==> src/rtl/shift_right_seq_if.sv <==
// rtl/shift_right_seq_if.sv - start/busy/done handshake bundle for the right shifter
interface shift_right_seq_if #(
  parameter int WIDTH = 32
);
  logic             start;
  logic             arith;
  logic [4:0]       shamt;
  logic [WIDTH-1:0] inp;
  logic [WIDTH-1:0] out;
  logic             busy;
  logic             done;

  modport master (
    output start, arith, shamt, inp,
    input  out, busy, done
  );

  modport slave (
    input  start, arith, shamt, inp,
    output out, busy, done
  );
endinterface

==> src/rtl/shift_right_seq.sv <==
// rtl/shift_right_seq.sv - multi-cycle right shifter (SRL/SRA), STEP bits per cycle
module shift_right_seq #(
  parameter int WIDTH = 32,
  parameter int STEP  = 1
) (
  input logic              clk,
  input logic              rst_n,
  shift_right_seq_if.slave bus
);

  typedef enum logic [1:0] {
    IDLE,
    SHIFT,
    DONE
  } state_t;

  localparam logic [4:0] STEP_AMT = 5'(STEP);

  state_t           state_q, state_d;
  logic [WIDTH-1:0] work_q, work_d;
  logic [4:0]       count_q, count_d;
  logic             fill_q, fill_d;
  logic [4:0]       n;
  logic [WIDTH-1:0] fill_mask;

  // The fill bit is resolved at accept time, so the operand's sign survives
  // however far the working register has already been shifted.
  assign n         = (count_q < STEP_AMT) ? count_q : STEP_AMT;
  assign fill_mask = fill_q ? ~({WIDTH{1'b1}} >> n) : {WIDTH{1'b0}};

  always_comb begin
    state_d = state_q;
    work_d  = work_q;
    count_d = count_q;
    fill_d  = fill_q;
    case (state_q)
      IDLE, DONE: begin
        if (bus.start) begin
          work_d  = bus.inp;
          count_d = bus.shamt;
          fill_d  = bus.arith & bus.inp[WIDTH-1];
          state_d = (bus.shamt == 5'd0) ? DONE : SHIFT;
        end else begin
          state_d = IDLE;
        end
      end
      SHIFT: begin
        work_d  = (work_q >> n) | fill_mask;
        count_d = count_q - n;
        if (count_q == n) begin
          state_d = DONE;
        end
      end
      default: begin
        state_d = IDLE;
      end
    endcase
  end

  always_ff @(posedge clk or negedge rst_n) begin
    if (!rst_n) begin
      state_q <= IDLE;
      work_q  <= {WIDTH{1'b0}};
      count_q <= 5'd0;
      fill_q  <= 1'b0;
    end else begin
      state_q <= state_d;
      work_q  <= work_d;
      count_q <= count_d;
      fill_q  <= fill_d;
    end
  end

  assign bus.out  = work_q;
  assign bus.busy = (state_q == SHIFT);
  assign bus.done = (state_q == DONE);

endmodule

==> src/flat_wrapper.sv <==
// flat-port wrapper written by rule: the top's interface ports become plain ports
module shift_right_seq_flat 
#(
  parameter int WIDTH = 32,
  parameter int STEP  = 1
)
  (clk, rst_n, bus_start, bus_arith, bus_shamt, bus_inp, bus_out, bus_busy, bus_done);
  shift_right_seq_if #(.WIDTH(WIDTH)) bus_i ();
  input logic clk;
  input logic rst_n;
  input wire logic [$bits(bus_i.start)-1:0] bus_start;
  input wire logic [$bits(bus_i.arith)-1:0] bus_arith;
  input wire logic [$bits(bus_i.shamt)-1:0] bus_shamt;
  input wire logic [$bits(bus_i.inp)-1:0] bus_inp;
  output wire logic [$bits(bus_i.out)-1:0] bus_out;
  output wire logic [$bits(bus_i.busy)-1:0] bus_busy;
  output wire logic [$bits(bus_i.done)-1:0] bus_done;
  assign bus_i.start = bus_start;
  assign bus_i.arith = bus_arith;
  assign bus_i.shamt = bus_shamt;
  assign bus_i.inp = bus_inp;
  assign bus_out = bus_i.out;
  assign bus_busy = bus_i.busy;
  assign bus_done = bus_i.done;
  shift_right_seq #(.WIDTH(WIDTH), .STEP(STEP)) u_core (.clk(clk), .rst_n(rst_n), .bus(bus_i));
endmodule
==> config.mk <==
export PLATFORM = sky130hd
export DESIGN_NAME = shift_right_seq_flat
export DESIGN_NICKNAME = d
export VERILOG_FILES = /design/src/rtl/shift_right_seq_if.sv /design/src/rtl/shift_right_seq.sv /design/src/flat_wrapper.sv
export SDC_FILE = /design/constraint.sdc
export NUM_CORES = 1
export LEC_CHECK = 0
export BUFFER_PORTS_ARGS = -buffer_cell sky130_fd_sc_hd__buf_2
export CORE_ASPECT_RATIO = 0.6
export CORE_UTILIZATION = 49
export CTS_CLUSTER_SIZE = 24
export DETAILED_ROUTE_END_ITERATION = 10
export PLACE_DENSITY = 0.79
export SLEW_MARGIN = 5
export SYNTH_ARGS = -nofsm -noshare
export SYNTH_HDL_FRONTEND = slang
export SYNTH_SLANG_ARGS = --single-unit
==> constraint.sdc <==
create_clock -name clk -period 1.86 [get_ports clk]
set_input_delay 0.186 -clock clk [delete_from_list [all_inputs] [get_ports clk]]
set_output_delay 0.186 -clock clk [all_outputs]
set_load 0.1 [all_outputs]
==> results.py, run 1 <==
metrics = {
    "worst_setup_path": {
        "crit_fanout": 6,
        "critPathLaunchType": "flip-flop",
        "worstPathArrival_ps": 1820,
        "critPathRequiredTime_ps": 2010,
        "rrSetupSlack_ps": 190,
        "critPathCaptureType": "flip-flop",
        "criticalPathCategory": "reg2reg",
    },
    "timing": {
        "rsz0062_at_grt": "false",
        "final.setup_skew_ps": 5.97,
        "finalSetupViolCount": 0,
        "hold_ws_ps": 127,
        "slew_viol_final": 0,
        "fin_crit_ps": 1670,
        "fin_tns_setup_ps": 0,
        "max_slew_margin_pct": 50.5,
        "timing.fmax_mhz": 600,
        "post-route-period-util_pct": 89.5,
        "hold_viol_final": 0,
        "tightest_slew_ps": 742,
    },
    "cts": {
        "cts_max_level": 2,
        "clock_path_buffers": 2,
        "postCtsResizedCells": 0,
        "clk_pin_slew_worst_paths_ps": 80,
        "clock_sinks": 40,
        "cts.root.buffer_cell": "clkbuf_8",
        "cts_tree": "built",
        "cts_made_buffers": 5,
        "clkLatencyLatePin_ps": 290,
    },
    "logic_synthesis": {
        "synth_common_cells": "nor2_1, a211oi_1, dfrtp_1",
        "synth_seq_cells": 40,
        "async_flop_share_pct": 100,
        "synth_cells": 228,
        "yosysMostFrequentCell": "nor2_1",
        "yosysSeqAreaShare_pct": 47.5,
        "synth-main-ff-cell": "dfrtp_1",
        "synth_area_sq_um": 2110,
        "syn_avg_cell_area_sq_um": 9.24,
        "synth_edf_count": 0,
        "syn-num-nets": 271,
        "ys_top_cells_by_area": "dfrtp_1, a211oi_1, nor2_1",
        "yosysUniqueCellTypes": 34,
        "synth_area_leader_cell": "dfrtp_1",
        "synth_top_area_share_pct": 47.5,
        "yosys_warnings": 0,
    },
    "placed_design": {
        "port_buffers": 74,
        "dpl.hpwl_um": 3760,
        "place.gp.congestion": 0.945,
    },
    "global_routing": {
        "grt_antenna_before_repair": 0,
        "grt_max_degree": 40,
        "grt_pass1_wl_um": 8770,
        "overflow": 0,
        "track_usage_pct": 25.7,
        "grt_pass1_vias": 1695,
    },
    "routing": {
        "first_iter_violations": 212,
        "wire_per_inst_um": 15.2,
        "vias": 2060,
        "vias_per_cell": 5.69,
        "ant_nets": 0,
        "post-route-drc-count": 1,
        "wl_um": 5510,
        "dr.pass1.iters": 7,
    },
    "floorplanning": {
        "dieArea_sq_um": 4570,
        "die_w_um": 86.7,
        "coreArea_sq_um": 4120,
        "initial_core_util_pct": 51.1,
        "io_pins": 75,
        "die_h_um": 52.8,
        "rows": 18,
    },
    "layout": {
        "syn_to_final_growth_pct": 27.7,
        "antenna-diode-count": 0,
        "drive_gt1_share_pct": 33.8,
        "fin_nets": 344,
        "nFillCells": 350,
    },
    "job": {
        "drv_cap": 0,
    },
    "status": {
        "status": "complete, but fails checks",
        "violations": "DRC",
    },
    "worst_hold_path": {
        "hp-class": "in2reg",
    },
}
-- sequential cells by signal (all words and copies together) (netlist names) --
signal,flops
u_core.bus.out,32
u_core.count_q,5
u_core.state_q,2
u_core.fill_q,1
-- layer usage --
layer / up-vias / routed length (um) / GRT usage, %
li1: 980 / - / -
met1: 989 / 2790 / 39.7
met2: 91 / 2250 / 35.2
met3: 0 / 459 / 8.35
met4: 0 / 0 / 3.33
met5: - / 0 / 0
-- cell families (layout without fill, tap and decap cells) --
group | Yosys count | after routing | synth area share, %
adder cells (fa/ha/maj) | 2 | 2 | 1.19
buffers and inverters | 25 | 99 | 5.88
flip-flops | 40 | 40 | 47.5
multiplexers | 1 | 1 | 0.475
AND/OR/NAND/NOR | 85 | 85 | 17.8
AO/OA/AOI/OAI | 75 | 75 | 27.2
-- repair_timing --
action,in CTS,in global routing
setup endpoints to repair,0,0
hold buffers,1,0
setup buffers,0,0
endpoints found under the hold margin,32,0
-- layout make-up --
class                   count  area, sq um  share of cell area [%]
inverters                   4         15.0                   0.558
clock buffers               6         82.6                    3.07
multi-input cells         163          996                    37.0
flip-flops and latches     40         1000                    37.2
repair buffers             87          510                    19.0
well taps                  60         75.1                    2.79
clock inverters             2         10.0                   0.372
-- worst paths after layout --
| check | end | cells after the start | from |
|---|---|---|---|
| max in group asynchronous | u_core.bus.out[15] | 3 | rst_n |
| min in group asynchronous | u_core.bus.out[0] | 2 | rst_n |
| setup reg to reg | u_core.count_q[4] | 6 | u_core.count_q[2] |
| setup / recovery | u_core.count_q[4] | 6 | u_core.count_q[2] |
| hold reg to reg | u_core.fill_q | 2 | u_core.fill_q |
| hold / removal | u_core.state_q[1] | 2 | bus_shamt[1] |
-- per-stage QoR --
stage	util, %	std cells	worst slack, ps	cell area, sq um
finish	65.3	362	195	2690
global route	65.3	362	49.5	2690
CTS	65.3	362	229	2690
detailed placement	62.8	353	245	2590
global placement	62.8	353	361	2590
floorplan	-	228	193	2110
-- placed cells by master, fill, tap and decap left out, drive strengths merged, types with 2 or more instances in the layout --
master	n
dfrtp	40
nor3	2
nor2	65
nor2b	2
o21ai	2
ha	2
a221o	3
o211ai	2
inv	4
nand2b	2
buf	86
nand3	2
nand2	4
a211oi	62
clkinv	2
clkbuf	6
-- worst max-delay path, cell delays in order (launching register included) --
cell and delay, ps:
dfrtp_1 490, nor2_1 80, a21oi_1 260, ha_1 230
nand4bb_1 150, o211ai_1 190, o311ai_0 150
Power of run 1 is not shown: default switching activity piles up to over one toggle a cycle in this logic, so the estimate is an artifact.
==> inputs of run 2 (changes only) <==
--- a/config.mk
+++ b/config.mk
@@ -7,10 +7,10 @@
 export LEC_CHECK = 0
 export BUFFER_PORTS_ARGS = -buffer_cell sky130_fd_sc_hd__buf_2
 export CORE_ASPECT_RATIO = 0.6
-export CORE_UTILIZATION = 49
+export CORE_UTILIZATION = 45
 export CTS_CLUSTER_SIZE = 24
 export DETAILED_ROUTE_END_ITERATION = 10
-export PLACE_DENSITY = 0.79
+export PLACE_DENSITY = 0.76
 export SLEW_MARGIN = 5
 export SYNTH_ARGS = -nofsm -noshare
 export SYNTH_HDL_FRONTEND = slang
==> constraint.sdc (replaced) <==
create_clock -name clk -period 1.4 [get_ports clk]
set_input_delay 0.14 -clock clk [delete_from_list [all_inputs] [get_ports clk]]
set_output_delay 0.14 -clock clk [all_outputs]
set_load 0.1 [all_outputs]
==> run 2 against run 1 <==
Against the previous run:
- the flow finishes with violations (setup timing)
- core utilization grew 2.9 points
- via count rose by 1.4%
- setup slack lost 370 ps
- first-iteration DRC count down 23%
- sequential share of layout area is 3.0 points lower
- non-clock buffer count up 16
- critical path depth shrank 1
- fmax is 5.6% higher
- clock-buffer cell count is the same
==> results.py, run 2 (synthesized netlist as in run 1, its figures left out) <==
metrics = {
    "timing": {
        "max_slew_margin_pct": 67.7,
        "finalSetupViolCount": 35,
        "fin_crit_ps": 1580,
        "tightest_slew_ps": 488,
        "hold_viol_final": 0,
        "slew_viol_final": 0,
        "post-route-period-util_pct": 113,
        "final.setup_skew_ps": 6.34,
        "timing.fmax_mhz": 634,
        "rsz0062_at_grt": "true",
        "fin_ws_ps": -178,
    },
    "floorplanning": {
        "initial_core_util_pct": 49.0,
        "die_w_um": 90.3,
        "rows": 18,
        "io_pins": 75,
        "die_h_um": 55.0,
        "dieArea_sq_um": 4970,
        "coreArea_sq_um": 4300,
    },
    "cts": {
        "cts_max_level": 2,
        "cts_tree": "built",
        "clk_pin_slew_worst_paths_ps": 80,
        "clock_sinks": 40,
        "cts_made_buffers": 5,
        "clkLatencyLatePin_ps": 290,
        "clock_path_buffers": 2,
        "cts.root.buffer_cell": "clkbuf_8",
    },
    "worst_setup_path": {
        "criticalPathCategory": "reg2reg",
        "worstPathArrival_ps": 1740,
        "crit_chain": "buf_6 -> or3_4 -> o21ai_4 -> buf_12 -> a211oi_1",
        "crit_fanout": 25,
        "slowest_delay_ps": 440,
        "critPathLaunchType": "flip-flop",
        "critPathRequiredTime_ps": 1560,
        "slowest_stage": "dfrtp_1",
        "critPathCaptureType": "flip-flop",
    },
    "placed_design": {
        "place_inst": 362,
        "port_buffers": 74,
        "place.gp.congestion": 0.815,
        "dpl.hpwl_um": 3940,
    },
    "status": {
        "violations": "setup timing",
        "status": "complete, but fails checks",
    },
    "job": {
        "drv_cap": 0,
    },
    "routing": {
        "post-route-drc-count": 0,
        "vias": 2088,
        "wire_per_inst_um": 15.5,
        "wl_um": 5870,
        "first_iter_violations": 163,
        "vias_per_cell": 5.52,
        "ant_nets": 0,
        "dr.pass1.iters": 5,
    },
    "layout": {
        "final_cell_mix": "buf_2, nor2_1, a211oi_1",
        "final_core_util_pct": 68.2,
        "largest_register_ffs": 32,
        "fin_nets": 360,
        "antenna-diode-count": 0,
        "final_cells": 378,
        "syn_to_final_growth_pct": 39.3,
        "seq_area_sq_um": 1000,
        "drive_gt1_share_pct": 39.6,
        "nFillCells": 351,
        "multi_input_area_sq_um": 1070,
        "layout_commonest_cell": "buf_2",
    },
    "global_routing": {
        "track_usage_pct": 24.3,
        "grt_max_degree": 40,
        "grt_pass1_wl_um": 9250,
        "grt_antenna_before_repair": 0,
        "grt_pass1_vias": 1864,
        "overflow": 0,
    },
    "worst_hold_path": {
        "hp-class": "in2reg",
    },
}
run 2: cell types whose count changed in the layout (fill, tap and decap cells not counted), sizes merged:
cell,before,now
buf,86,102
run 2: worst max-delay path: cells and delay by family, from the launching register on:
kind	cells	cell delay [ps]
buf+inv	2	330
compound gates	2	270
simple gates	1	410
flops	1	440
run 2: repair_timing:
item / 4_1_cts / 5_1_grt
resized for setup: 9 / 7
setup endpoints to repair: 36 / 37
hold buffers: 1 / 0
pin swaps: 5 / 4
buffers inserted: 3 / 4
cloned: 0 / 0
hold endpoints to repair: 10 / 0
run 2: routing by layer:
| layer | share of wire (%) | track usage [%] |
|---|---|---|
| met5 | 0 | 0 |
| met4 | 0.36 | 4.57 |
| met3 | 6.4 | 4.37 |
| met2 | 44 | 38.2 |
| met1 | 49 | 35.8 |
run 2: layout make-up:
cell class | instances | area share, %
Multi-Input combinational cell | 163 | 36.5
Sequential cell | 40 | 34.2
Timing Repair Buffer | 103 | 22.8
Clock buffer | 6 | 2.81
Tap cell | 60 | 2.56
Inverter | 4 | 0.768
Clock inverter | 2 | 0.341
run 2: worst paths after layout:
check | startpoint | endpoint | slack [ps] | cells past startpoint
max | u_core.count_q[2] | u_core.bus.out[21] | -180 | 5
max reg2reg | u_core.count_q[2] | u_core.bus.out[21] | -180 | 5
min in group asynchronous | rst_n | u_core.bus.out[2] | 240 | 2
max in group asynchronous | rst_n | u_core.state_q[0] | 610 | 3
min reg2reg | u_core.fill_q | u_core.fill_q | 470 | 2
min | bus_inp[0] | u_core.bus.out[0] | 80 | 2
run 2: per-stage QoR:
stage	setup slack, ps	hold WS, ps	TNS, ps	cell area [sq um]
finish	-178	80.6	-5140	2930
global route	-205	98.0	-6240	2930
CTS	-58.2	80.2	-726	2850
detailed placement	-92.3	24.6	-1150	2700
global placement	-60.0	25.4	-425	2700
floorplan	17.2	-156	0	2120
Power of run 2 is left out for the same reason.
